<file path="config.mk">
export PLATFORM = sky130hd
export DESIGN_NAME = multicycle_control
export DESIGN_NICKNAME = d
export VERILOG_FILES = /design/src/rtl/multicycle_control.sv
export SDC_FILE = /design/constraint.sdc
export NUM_CORES = 1
export LEC_CHECK = 0
export BUFFER_PORTS_ARGS = -buffer_cell sky130_fd_sc_hd__buf_2
export CORE_MARGIN = 2
export CORE_UTILIZATION = 51
export CTS_CLUSTER_SIZE = 20
export DETAILED_ROUTE_END_ITERATION = 10
export GPL_TIMING_DRIVEN = 0
export MAX_ROUTING_LAYER = met4
export PLACE_DENSITY = 0.79
export SLEW_MARGIN = 40
export SYNTH_ARGS = -nofsm -noshare
export SYNTH_HDL_FRONTEND = slang
export SYNTH_SLANG_ARGS = --single-unit
</file>
<file path="constraint.sdc">
create_clock -name clk -period 2.1 [get_ports clk]
set_input_delay 0.315 -clock clk [delete_from_list [all_inputs] [get_ports clk]]
set_output_delay 0.315 -clock clk [all_outputs]
set_load 0.005 [all_outputs]
</file>
<file path="src/rtl/multicycle_control.sv">
// Moore control FSM for the shared-ALU multicycle MIPS datapath: sequences
// IF/ID/EX/MEM/WB with a memory ready handshake and a counted mul wait state.
module multicycle_control #(
   parameter int MUL_LAT     = 4,
   parameter int CNT_W       = 4,
   parameter bit ENABLE_RELU = 1'b1
) (
   input  logic       clk,
   input  logic       reset,
   input  logic [5:0] OpCode,
   input  logic [5:0] Funct,
   input  logic       Zero,
   input  logic       mem_ready,
   output logic       PCWrite,
   output logic       IorD,
   output logic       MemRead,
   output logic       MemWrite,
   output logic       IRWrite,
   output logic       RegWrite,
   output logic       RegWrite2,
   output logic [1:0] RegDst,
   output logic [1:0] MemtoReg,
   output logic [1:0] ALUSrcA,
   output logic [1:0] ALUSrcB,
   output logic [3:0] ALUOp,
   output logic [1:0] PCSrc,
   output logic       ExtOp,
   output logic       LuOp,
   output logic       mul_start,
   output logic       illegal,
   output logic [2:0] state
);

   typedef enum logic [2:0] {
      StIf   = 3'd0,
      StId   = 3'd1,
      StEx   = 3'd2,
      StMem  = 3'd3,
      StWb   = 3'd4,
      StMulw = 3'd5
   } state_t;

   localparam logic [5:0] OP_RTYPE = 6'h00, OP_J    = 6'h02, OP_JAL   = 6'h03,
                          OP_BEQ   = 6'h04, OP_ADDI = 6'h08, OP_ADDIU = 6'h09,
                          OP_SLTI  = 6'h0a, OP_SLTIU = 6'h0b, OP_ANDI = 6'h0c,
                          OP_LUI   = 6'h0f, OP_MUL  = 6'h1c, OP_LW    = 6'h23,
                          OP_SW    = 6'h2b;
   localparam logic [5:0] FN_SLL = 6'h00, FN_SRL = 6'h02, FN_SRA = 6'h03,
                          FN_JR  = 6'h08, FN_JALR = 6'h09, FN_RELU = 6'h2e,
                          FN_MUL = 6'h02;

   function automatic logic isLegal(input logic [5:0] op, input logic [5:0] fn);
      logic ok;
      ok = 1'b0;
      case (op)
         OP_RTYPE: begin
            case (fn)
               6'h00, 6'h02, 6'h03, 6'h08, 6'h09, 6'h20, 6'h21, 6'h22, 6'h23,
               6'h24, 6'h25, 6'h26, 6'h27, 6'h2a, 6'h2b: ok = 1'b1;
               FN_RELU: ok = ENABLE_RELU;
               default: ok = 1'b0;
            endcase
         end
         OP_J, OP_JAL, OP_BEQ, OP_ADDI, OP_ADDIU, OP_SLTI, OP_SLTIU, OP_ANDI,
         OP_LUI, OP_LW, OP_SW: ok = 1'b1;
         OP_MUL:  ok = (fn == FN_MUL);
         default: ok = 1'b0;
      endcase
      return ok;
   endfunction

   state_t           st;
   logic [CNT_W-1:0] cnt;
   logic [5:0]       opQ, functQ;

   // ID decodes the live instruction register; later states use the latched copy
   logic idJr, idJalr, idJump, idLegal;
   assign idJr    = (OpCode == OP_RTYPE) && (Funct == FN_JR);
   assign idJalr  = (OpCode == OP_RTYPE) && (Funct == FN_JALR);
   assign idJump  = (OpCode == OP_J) || (OpCode == OP_JAL) || idJr || idJalr;
   assign idLegal = isLegal(OpCode, Funct);

   logic rType, isMul, isLw, isSw, isBeq, isShift, immB;
   logic [2:0] aluLo;
   logic [3:0] exAluOp;
   assign rType   = (opQ == OP_RTYPE);
   assign isMul   = (opQ == OP_MUL) && (functQ == FN_MUL);
   assign isLw    = (opQ == OP_LW);
   assign isSw    = (opQ == OP_SW);
   assign isBeq   = (opQ == OP_BEQ);
   assign isShift = rType && ((functQ == FN_SLL) || (functQ == FN_SRL) || (functQ == FN_SRA));
   assign immB    = isLw || isSw || (opQ == OP_LUI) || (opQ == OP_ADDI) || (opQ == OP_ADDIU)
                 || (opQ == OP_ANDI) || (opQ == OP_SLTI) || (opQ == OP_SLTIU);
   assign aluLo   = rType                                  ? 3'b010 :
                    isBeq                                  ? 3'b001 :
                    (opQ == OP_ANDI)                       ? 3'b100 :
                    ((opQ == OP_SLTI) || (opQ == OP_SLTIU)) ? 3'b101 :
                    isMul                                  ? 3'b110 : 3'b000;
   assign exAluOp = {opQ[0], aluLo};

   // NOTE: state is updated with non-blocking assignments under an asynchronous
   // reset so every flop samples pre-edge values and clears the instant reset falls.
   always_ff @(posedge clk or negedge reset) begin
      if (!reset) begin
         st     <= StIf;
         cnt    <= '0;
         opQ    <= '0;
         functQ <= '0;
      end else begin
         case (st)
            StIf: if (mem_ready) st <= StId;
            StId: begin
               opQ    <= OpCode;
               functQ <= Funct;
               st     <= (!idLegal || idJump) ? StIf : StEx;
            end
            StEx: begin
               if (isBeq) st <= StIf;
               else if (isLw || isSw) st <= StMem;
               else if (isMul) begin
                  cnt <= CNT_W'(MUL_LAT - 1);
                  st  <= StMulw;
               end else st <= StWb;
            end
            StMulw: begin
               if (cnt == '0) st <= StWb;
               else cnt <= cnt - 1'b1;
            end
            StMem: if (mem_ready) st <= isLw ? StWb : StIf;
            StWb:    st <= StIf;
            default: st <= StIf;
         endcase
      end
   end

   // NOTE: every output gets a default before the case so no path infers a latch.
   always_comb begin
      PCWrite   = 1'b0;
      IorD      = 1'b0;
      MemRead   = 1'b0;
      MemWrite  = 1'b0;
      IRWrite   = 1'b0;
      RegWrite  = 1'b0;
      RegWrite2 = 1'b0;
      RegDst    = 2'd0;
      MemtoReg  = 2'd0;
      ALUSrcA   = 2'd0;
      ALUSrcB   = 2'd0;
      ALUOp     = 4'd0;
      PCSrc     = 2'd0;
      ExtOp     = 1'b0;
      LuOp      = 1'b0;
      mul_start = 1'b0;
      illegal   = 1'b0;
      if (reset) begin
         case (st)
            StIf: begin
               MemRead = 1'b1;
               ALUSrcB = 2'd1;
               IRWrite = mem_ready;
               PCWrite = mem_ready;
            end
            StId: begin
               ALUSrcB = 2'd3;
               if (!idLegal) illegal = 1'b1;
               else if (idJump) begin
                  PCWrite = 1'b1;
                  PCSrc   = (idJr || idJalr) ? 2'd2 : 2'd1;
                  if (OpCode == OP_JAL || idJalr) begin
                     RegWrite = 1'b1;
                     RegDst   = idJalr ? 2'd1 : 2'd2;
                     MemtoReg = 2'd2;
                  end
               end
            end
            StEx: begin
               ALUSrcA = isShift ? 2'd2 : 2'd1;
               ALUSrcB = immB ? 2'd2 : 2'd0;
               ExtOp   = (opQ != OP_ANDI);
               LuOp    = (opQ == OP_LUI);
               ALUOp   = exAluOp;
               if (isBeq) begin
                  PCWrite = Zero;
                  PCSrc   = 2'd3;
               end
               mul_start = isMul;
            end
            StMulw: ALUOp = exAluOp;
            StMem: begin
               IorD     = 1'b1;
               MemRead  = isLw;
               MemWrite = isSw;
            end
            StWb: begin
               RegWrite  = 1'b1;
               RegDst    = (rType || isMul) ? 2'd1 : 2'd0;
               MemtoReg  = isLw ? 2'd1 : 2'd0;
               RegWrite2 = ENABLE_RELU && rType && (functQ == FN_RELU);
            end
            default: ;
         endcase
      end
   end

   assign state = st;

endmodule

</file>
# Yosys cells after proc, flatten, opt, wreduce, memory -nomap -nowiden
# Memories as Yosys holds them, arrays and structs flattened.
# Index checks and enable logic that the tools add are counted.
# op_classes
n_mul	0
n_div	0
shifts	0
n_lt_le_gt_ge	0
n_bitwise	0
n_eq_ne	41
mux	76
n_addsub	1
reduce_logical	33
# op_table
op	count
== test 6 x 4 -> 1 bit (second input constant)	14
two-way mux 2 bit	20
two-way mux 3 bit	11
== test 6 x 2 -> 1 bit (second input constant)	5
== test 6 bit (second input constant)	5
two-way mux 1 bit	29
two-way mux 4 bit	6
zero test 6 bit	3
logical OR 1 bit	17
one-hot mux 3 bit (5 select lines)	1
!= test 2 bit (second input constant)	7
== test 6 x 3 -> 1 bit (second input constant)	2
== test 6 x 5 -> 1 bit (second input constant)	2
one-hot mux 2 bit (2 select lines)	3
OR reduction 11 bit	1
one-hot mux 4 bit (2 select lines)	1
== test 3 x 2 -> 1 bit (second input constant)	2
== test 3 bit (second input constant)	2
!= test 6 x 4 -> 1 bit (second input constant)	1
one-hot mux 1 bit (3 select lines)	2
one-hot mux 2 bit (3 select lines)	1
logical AND 1 bit	5
AND reduction 5 bit	1
zero test 4 bit	1
other kinds (8)	9
# word_totals
ramBits	0
out_inout_bits	28
regBits	19
in_bits	16
latchBits	0
word_cells	156
memories	1
rom_bits	64
# mem_list
memory	words	word_bits	rd	rd_ports_with_merged_regs	wr	line	source
(name not given)	64	1	1	0	0	57	case (fn)

# Longest topological paths before layout
# Gate-level depths: netlist (run 1).
# depth
word_depth	11
mapped_depth	7
ltp_nobuf	6

# Least setup slack after synthesis (run 1)
# OpenSTA, ideal clock, no wires.
# synth_path
path_type	flip-flop to output port
start	register opQ[2]
end	output MemRead
n_path_buf	1
arrival_time_ns	1.492
path_stages_with_launch	6
path_slack_ns	0.293
path_cell_list	dfrtp_1 -> nand2b_1 -> or3_1 -> buf_2 -> or3_1 -> a21oi_1
# synth_between
elab_chain_cells	3
# synth_lines
item	line	source
start, declared	74	logic [5:0] opQ, functQ;
start signal, assigned	113	opQ <= OpCode;
== test 6 bit	88	assign isLw = (opQ == OP_LW);
one-hot mux 1 bit (2 select lines)	156	case (st)
two-way mux 1 bit	155	if (reset) begin
end, declared	16	output logic MemRead,
# Every way passes these cells.

# Final worst setup path (run 1)
# layout_path
start	register opQ[4]
end	output MemRead
# Same word-level chain as after synthesis.

==> results of run 1 <==
==> final timing paths <==
kind | startpoint | to | slack (ps) | cells past startpoint
setup / recovery | opQ[4] | MemRead | -90 | 5
hold / removal | reset | state[2] | 140 | 2
setup reg to reg | state[0] | functQ[3] | 230 | 6
hold reg to reg | functQ[1] | functQ[1] | 560 | 1
max in group asynchronous | reset | opQ[2] | 1630 | 2
min in group clk | Funct[4] | functQ[4] | 260 | 2
==> power by group <==
part | total (uW) | leakage [uW] | internal (uW) | switching, uW
sequential | 741 | 0.000223 | 546 | 195
combinational | 1150 | 0.000653 | 601 | 552
clock | 189 | 0.0000177 | 71.1 | 118
==> metal layers <==
layer | up-vias | routed length (microns)
li1 | 736 | -
met1 | 708 | 1510
met2 | 53 | 1970
met3 | 11 | 201
met4 | 0 | 80
met5 | - | 0
==> cell families after synthesis <==
logic type | Yosys count | share of synthesized area, %
fa+ha+maj | 1 | 0.862
flops | 19 | 32.8
buf+inv | 15 | 4.31
xor+xnor | 1 | 0.604
simple gates | 84 | 32.2
mux | 16 | 12.2
compound gates | 37 | 17.1
==> synth_stat cells, types with 2 or more instances <==
cell,instances
a21o_1,3
a21oi_1,12
a31oi_1,2
and2_1,3
and3b_1,2
buf_2,2
clkbuf_1,3
dfrtp_1,19
inv_1,8
mux2_2,13
mux2i_1,3
nand2_1,16
nand2b_1,8
nand3_1,3
nor2_1,18
nor2b_1,8
nor3_1,6
nor3b_2,2
nor4_1,3
nor4bb_1,3
o21ai_0,4
o22ai_1,2
or2_2,3
or3_1,2
==> what timing repair did <==
action                                  in CTS  in global routing
resized for setup                           12                 19
pin swaps                                    4                  6
setup buffers                                4                  4
hold buffers                                 1                  0
endpoints found under the setup margin      10                 18
endpoints found under the hold margin       19                  0
==> worst register-to-register path: stages, from the launching register on <==
cell	delay [ps]
dfrtp_1	350
clkbuf_4	210
nor2b_2	200
nor2b_1	170
clkbuf_1	250
buf_4	240
mux2_2	350
==> state kept, by name, summed over array words and instances (netlist names) <==
name and count:
state 3, opQ 6, functQ 6, cnt 4
==> through the flow <==
stage / setup TNS, ps / utilization [%] / worst slack (ps) / total power (uW) / std cells
6_report: -182 / 69.6 / -91.9 / 2080 / 259
5_1_grt: -1060 / 69.6 / -169 / 2230 / 259
4_1_cts: -145 / 66.7 / -52.5 / 1930 / 255
3_5_place_dp: 0 / 62.4 / 70.5 / 1620 / 247
3_3_place_gp: 0 / 62.4 / 82.5 / 1600 / 247
2_1_floorplan: 0 / - / 293 / 1370 / 173
==> final cells by class <==
class	instances	area share, %
Multi-Input combinational cell	139	53.0
Sequential cell	19	25.3
Timing Repair Buffer	52	14.7
Tap cell	31	2.04
Buffer	6	1.91
Inverter	8	1.58
Clock buffer	3	1.18
Clock inverter	1	0.263
==> results.py, run 1 <==
metrics = {
    "run_status": {
        "status": "finished with violations",
        "violations": "setup timing",
    },
    "global_route": {
        "grt_use_met3_pct": 4.99,
        "met1_usage_pct": 28.7,
        "gr-max-usage-layer": "met2",
        "grt_overflow": 0,
        "grt_max_degree": 20,
        "use_met2_pct": 38.0,
        "antenna_found_initial": 0,
        "grt_usage_pct": 23.7,
        "grt_pass1_wl_microns": 5930,
        "grt_pass1_vias": 1354,
    },
    "synth": {
        "ys_warn_count": 0,
        "postSynthAreaPerCell_sq_um": 8.39,
        "syn_nets": 190,
        "synth.area.top_cells": "dfrtp_1 (33%), mux2_2 (10%), nor2_1 (4.7%), a21oi_1 (4.1%), nand2_1 (4.1%)",
        "synth_edf_count": 0,
        "yosysTopAreaCellShare_pct": 32.8,
        "synth_ff_type": "dfrtp_1",
        "synth_area_sq_mm": 0.00145,
        "synth_largest_area_cell": "dfrtp_1",
        "synth-seq-area-share_pct": 32.8,
        "yosysUniqueCellTypes": 49,
        "ys_ff_latch": 19,
        "ys_async_sr_fraction_pct": 100,
        "synthCells": 173,
    },
    "layout": {
        "drive_gt1_share_pct": 43.4,
        "fillCellCount": 228,
        "multiInputGateArea_sq_mm": 0.00101,
        "syn_to_final_growth_pct": 31.1,
        "nets": 246,
        "fin_area_sq_mm": 0.00190,
        "antennaDiodeCount": 0,
        "regArea_sq_um": 482,
        "final_common_cell": "buf_2",
        "final_cell_mix": "buf_2 (44), nor2_1 (17), nand2_1 (16)",
    },
    "clock_network": {
        "htreeDepth": 1,
        "numCtsBuffers": 3,
        "cts_buffer_depth": 2,
        "cts_sinks": 19,
        "clk_latency_ps": 300,
        "clkSlewWorstSetupHoldPaths_ps": 110,
        "clockRootBuffer": "clkbuf_4",
        "cts_tree": "done",
    },
    "timing": {
        "period_share_pct": 104,
        "slew_headroom_pct": 70.7,
        "finalHoldWorstSlack_ps": 139,
        "finalHoldViolCount": 0,
        "max_freq_mhz": 456,
        "fin_skew_ps": 1.32,
        "maxSlewViolCount": 0,
        "tightestPinTransition_ps": 439,
        "rsz0062_at_grt": "true",
        "setup_viol": 3,
        "finalCriticalPeriod_ps": 2190,
        "setup_ws_ps": -91.9,
    },
    "routing": {
        "finalWirelength_microns": 3770,
        "drt_first_iter_violations": 54,
        "firstDrtPassIters": 5,
        "drc_errors": 0,
        "postRouteAntennaNets": 0,
        "vias": 1508,
        "wl_per_cell_microns": 14.5,
        "via_per_inst": 5.82,
    },
    "pwr": {
        "leakagePower_uw": 0.000894,
        "power-per-cell-area_mw_per_mm2": 1090,
        "ir_drop_uv": 1080,
    },
    "worst_setup_path": {
        "cp.required_ps": 1780,
        "cp_num_buf_inv": 2,
        "cp_max_fo": 6,
        "slowest_delay_ps": 460,
        "cp_slowest_cell": "dfrtp_2",
        "cp_top_family": "simple AND/OR/NAND/NOR gates",
        "crit_top_cell": "or3_4",
        "start_kind": "flop",
        "path_cells": "buf_4, or3_4, or3_4, a21oi_2, buf_2",
        "worst-setup-path-type": "reg -> out",
        "worstSetupEndpointType": "primary output",
        "cp.arrival_ps": 1880,
    },
    "placed_design": {
        "postPlaceCellArea_sq_mm": 0.00171,
        "gp_congestion": 0.856,
        "dp_hpwl_microns": 2630,
        "portBuffers": 43,
    },
    "floorplan": {
        "rows": 19,
        "die_x_microns": 57.3,
        "pin_count": 44,
        "core_area_sq_mm": 0.00273,
        "start_util_pct": 53.1,
        "die_h_microns": 57.3,
        "dieArea_sq_mm": 0.00329,
    },
    "min_path": {
        "hp-class": "in -> async",
    },
    "flow_run": {
        "drv_cap": 0,
    },
}
(Power assumes the default switching activity.)
==> inputs of run 2 (changes only) <==
--- a/config.mk
+++ b/config.mk
@@ -13,6 +13,7 @@
 export GPL_TIMING_DRIVEN = 0
 export MAX_ROUTING_LAYER = met4
 export PLACE_DENSITY = 0.79
+export SKIP_CTS_REPAIR_TIMING = 1
 export SLEW_MARGIN = 40
 export SYNTH_ARGS = -nofsm -noshare
 export SYNTH_HDL_FRONTEND = slang
==> results.py, run 2 (synthesized netlist as in run 1, its figures left out) <==
metrics = {
    "routing": {
        "finalWirelength_microns": 3670,
        "firstDrtPassIters": 4,
        "wl_per_cell_microns": 14.3,
        "highest_layer": "met4",
        "drc_errors": 0,
        "met3_length_microns": 152,
        "via_per_inst": 5.81,
        "postRouteAntennaNets": 0,
        "vias": 1494,
        "drt_first_iter_violations": 47,
        "wirelength_met1_microns": 1570,
        "route.met2.wl_microns": 1900,
    },
    "global_route": {
        "grt_max_degree": 26,
        "grt_overflow": 0,
        "grt_pass1_wl_microns": 5490,
        "grt_usage_pct": 21.8,
        "antenna_found_initial": 0,
        "grt_pass1_vias": 1267,
    },
    "floorplan": {
        "core_area_sq_mm": 0.00273,
        "die_h_microns": 57.3,
        "rows": 19,
        "die_x_microns": 57.3,
        "dieArea_sq_mm": 0.00329,
        "pin_count": 44,
        "start_util_pct": 53.1,
    },
    "layout": {
        "drive_gt1_share_pct": 42.5,
        "syn_to_final_growth_pct": 29.5,
        "utilization_pct": 68.7,
        "finalNonFillerCells": 257,
        "antennaDiodeCount": 0,
        "final_common_cell": "buf_2",
        "top_regs": "functQ (6), opQ (6), cnt (4)",
        "nets": 244,
        "final_cell_mix": "buf_2 (44), nor2_1 (17), nand2_1 (16)",
    },
    "run_status": {
        "violations": "setup timing",
        "status": "finished with violations",
    },
    "worst_setup_path": {
        "cp_slowest_cell": "dfrtp_2",
        "slowest_delay_ps": 460,
        "start_kind": "flop",
        "worstSetupEndpointType": "primary output",
        "path_cells": "nand2b_4, or3_4, or3_4, a21oi_2, buf_2",
        "worst-setup-path-type": "reg -> out",
        "crit_top_cell": "or3_4",
        "cp.required_ps": 1780,
        "cp.arrival_ps": 1890,
        "cp_max_fo": 6,
    },
    "flow_run": {
        "drv_cap": 0,
    },
    "placed_design": {
        "gp_congestion": 0.856,
        "dp_cells": 247,
        "dp_hpwl_microns": 2630,
        "portBuffers": 43,
        "place_ws_ps": 70.5,
    },
    "clock_network": {
        "cts_buffer_depth": 2,
        "cts_tree": "done",
        "htreeDepth": 1,
        "cts_sinks": 19,
        "numCtsBuffers": 3,
        "clockRootBuffer": "clkbuf_4",
        "clk_latency_ps": 300,
        "clkSlewWorstSetupHoldPaths_ps": 110,
    },
    "min_path": {
        "hp-class": "in -> reg",
    },
    "timing": {
        "rsz0062_at_grt": "true",
        "max_freq_mhz": 454,
        "period_share_pct": 105,
        "finalHoldWorstSlack_ps": 256,
        "slew_headroom_pct": 41.7,
        "tightestPinTransition_ps": 871,
        "setup_viol": 5,
        "finalCriticalPeriod_ps": 2200,
        "fin_skew_ps": 1.53,
        "finalHoldViolCount": 0,
        "maxSlewViolCount": 0,
        "setup_ws_ps": -102,
    },
    "pwr": {
        "fin_total_pwr_uw": 2010,
        "ir_drop_uv": 1070,
        "leakagePower_uw": 0.000875,
        "power-per-cell-area_mw_per_mm2": 1070,
    },
}
-- run 2: routing by layer --
| metal | GRT usage, % | vias to the layer above |
|---|---|---|
| met3 | 4.99 | 7 |
| met1 | 27.3 | 722 |
| li1 | - | 731 |
| met2 | 35.4 | 34 |
| met5 | - | - |
| met4 | 6.31 | 0 |
-- run 2: critical path, delay by kind of cell (launching register included) --
kind | cells | cell delay, ps
and+or+nand+nor | 3 | 890
DFF | 1 | 460
AOI/OAI and AO/OA | 1 | 120
buffers and inverters | 1 | 120
-- run 2: report_power, final --
part / internal (uW) / leakage [uW] / total [uW] / switching, uW
clock network: 71.1 / 0.0000177 / 189 / 118
registers: 548 / 0.000222 / 750 / 201
logic: 554 / 0.000635 / 1070 / 518
-- run 2: final cells by class --
class                   count  area (sq um)
flip-flops and latches     19           483
repair buffers             50           270
clock inverters             1          5.00
fillers                   240           855
plain buffers               6          32.5
clock buffers               3          22.5
well taps                  31          38.8
multi-input cells         139           997
inverters                   8          30.0
-- run 2: worst paths after layout --
check / from / end / slack, ps / cells past startpoint
max: opQ[2] / MemRead / -100 / 5
min in group asynchronous: reset / state[0] / 750 / 2
max in group asynchronous: reset / opQ[0] / 760 / 2
min: Funct[4] / functQ[4] / 260 / 2
min reg2reg: functQ[5] / functQ[5] / 570 / 1
max reg2reg: state[0] / functQ[3] / 230 / 6
-- run 2: stage by stage --
step                      instance area (sq um)  setup TNS, ps
final                                      1880           -240
after global routing                       1880          -1320
after CTS                                  1730          -1340
after detailed placement                   1710              0
after global placement                     1710              0
after floorplan                            1450              0
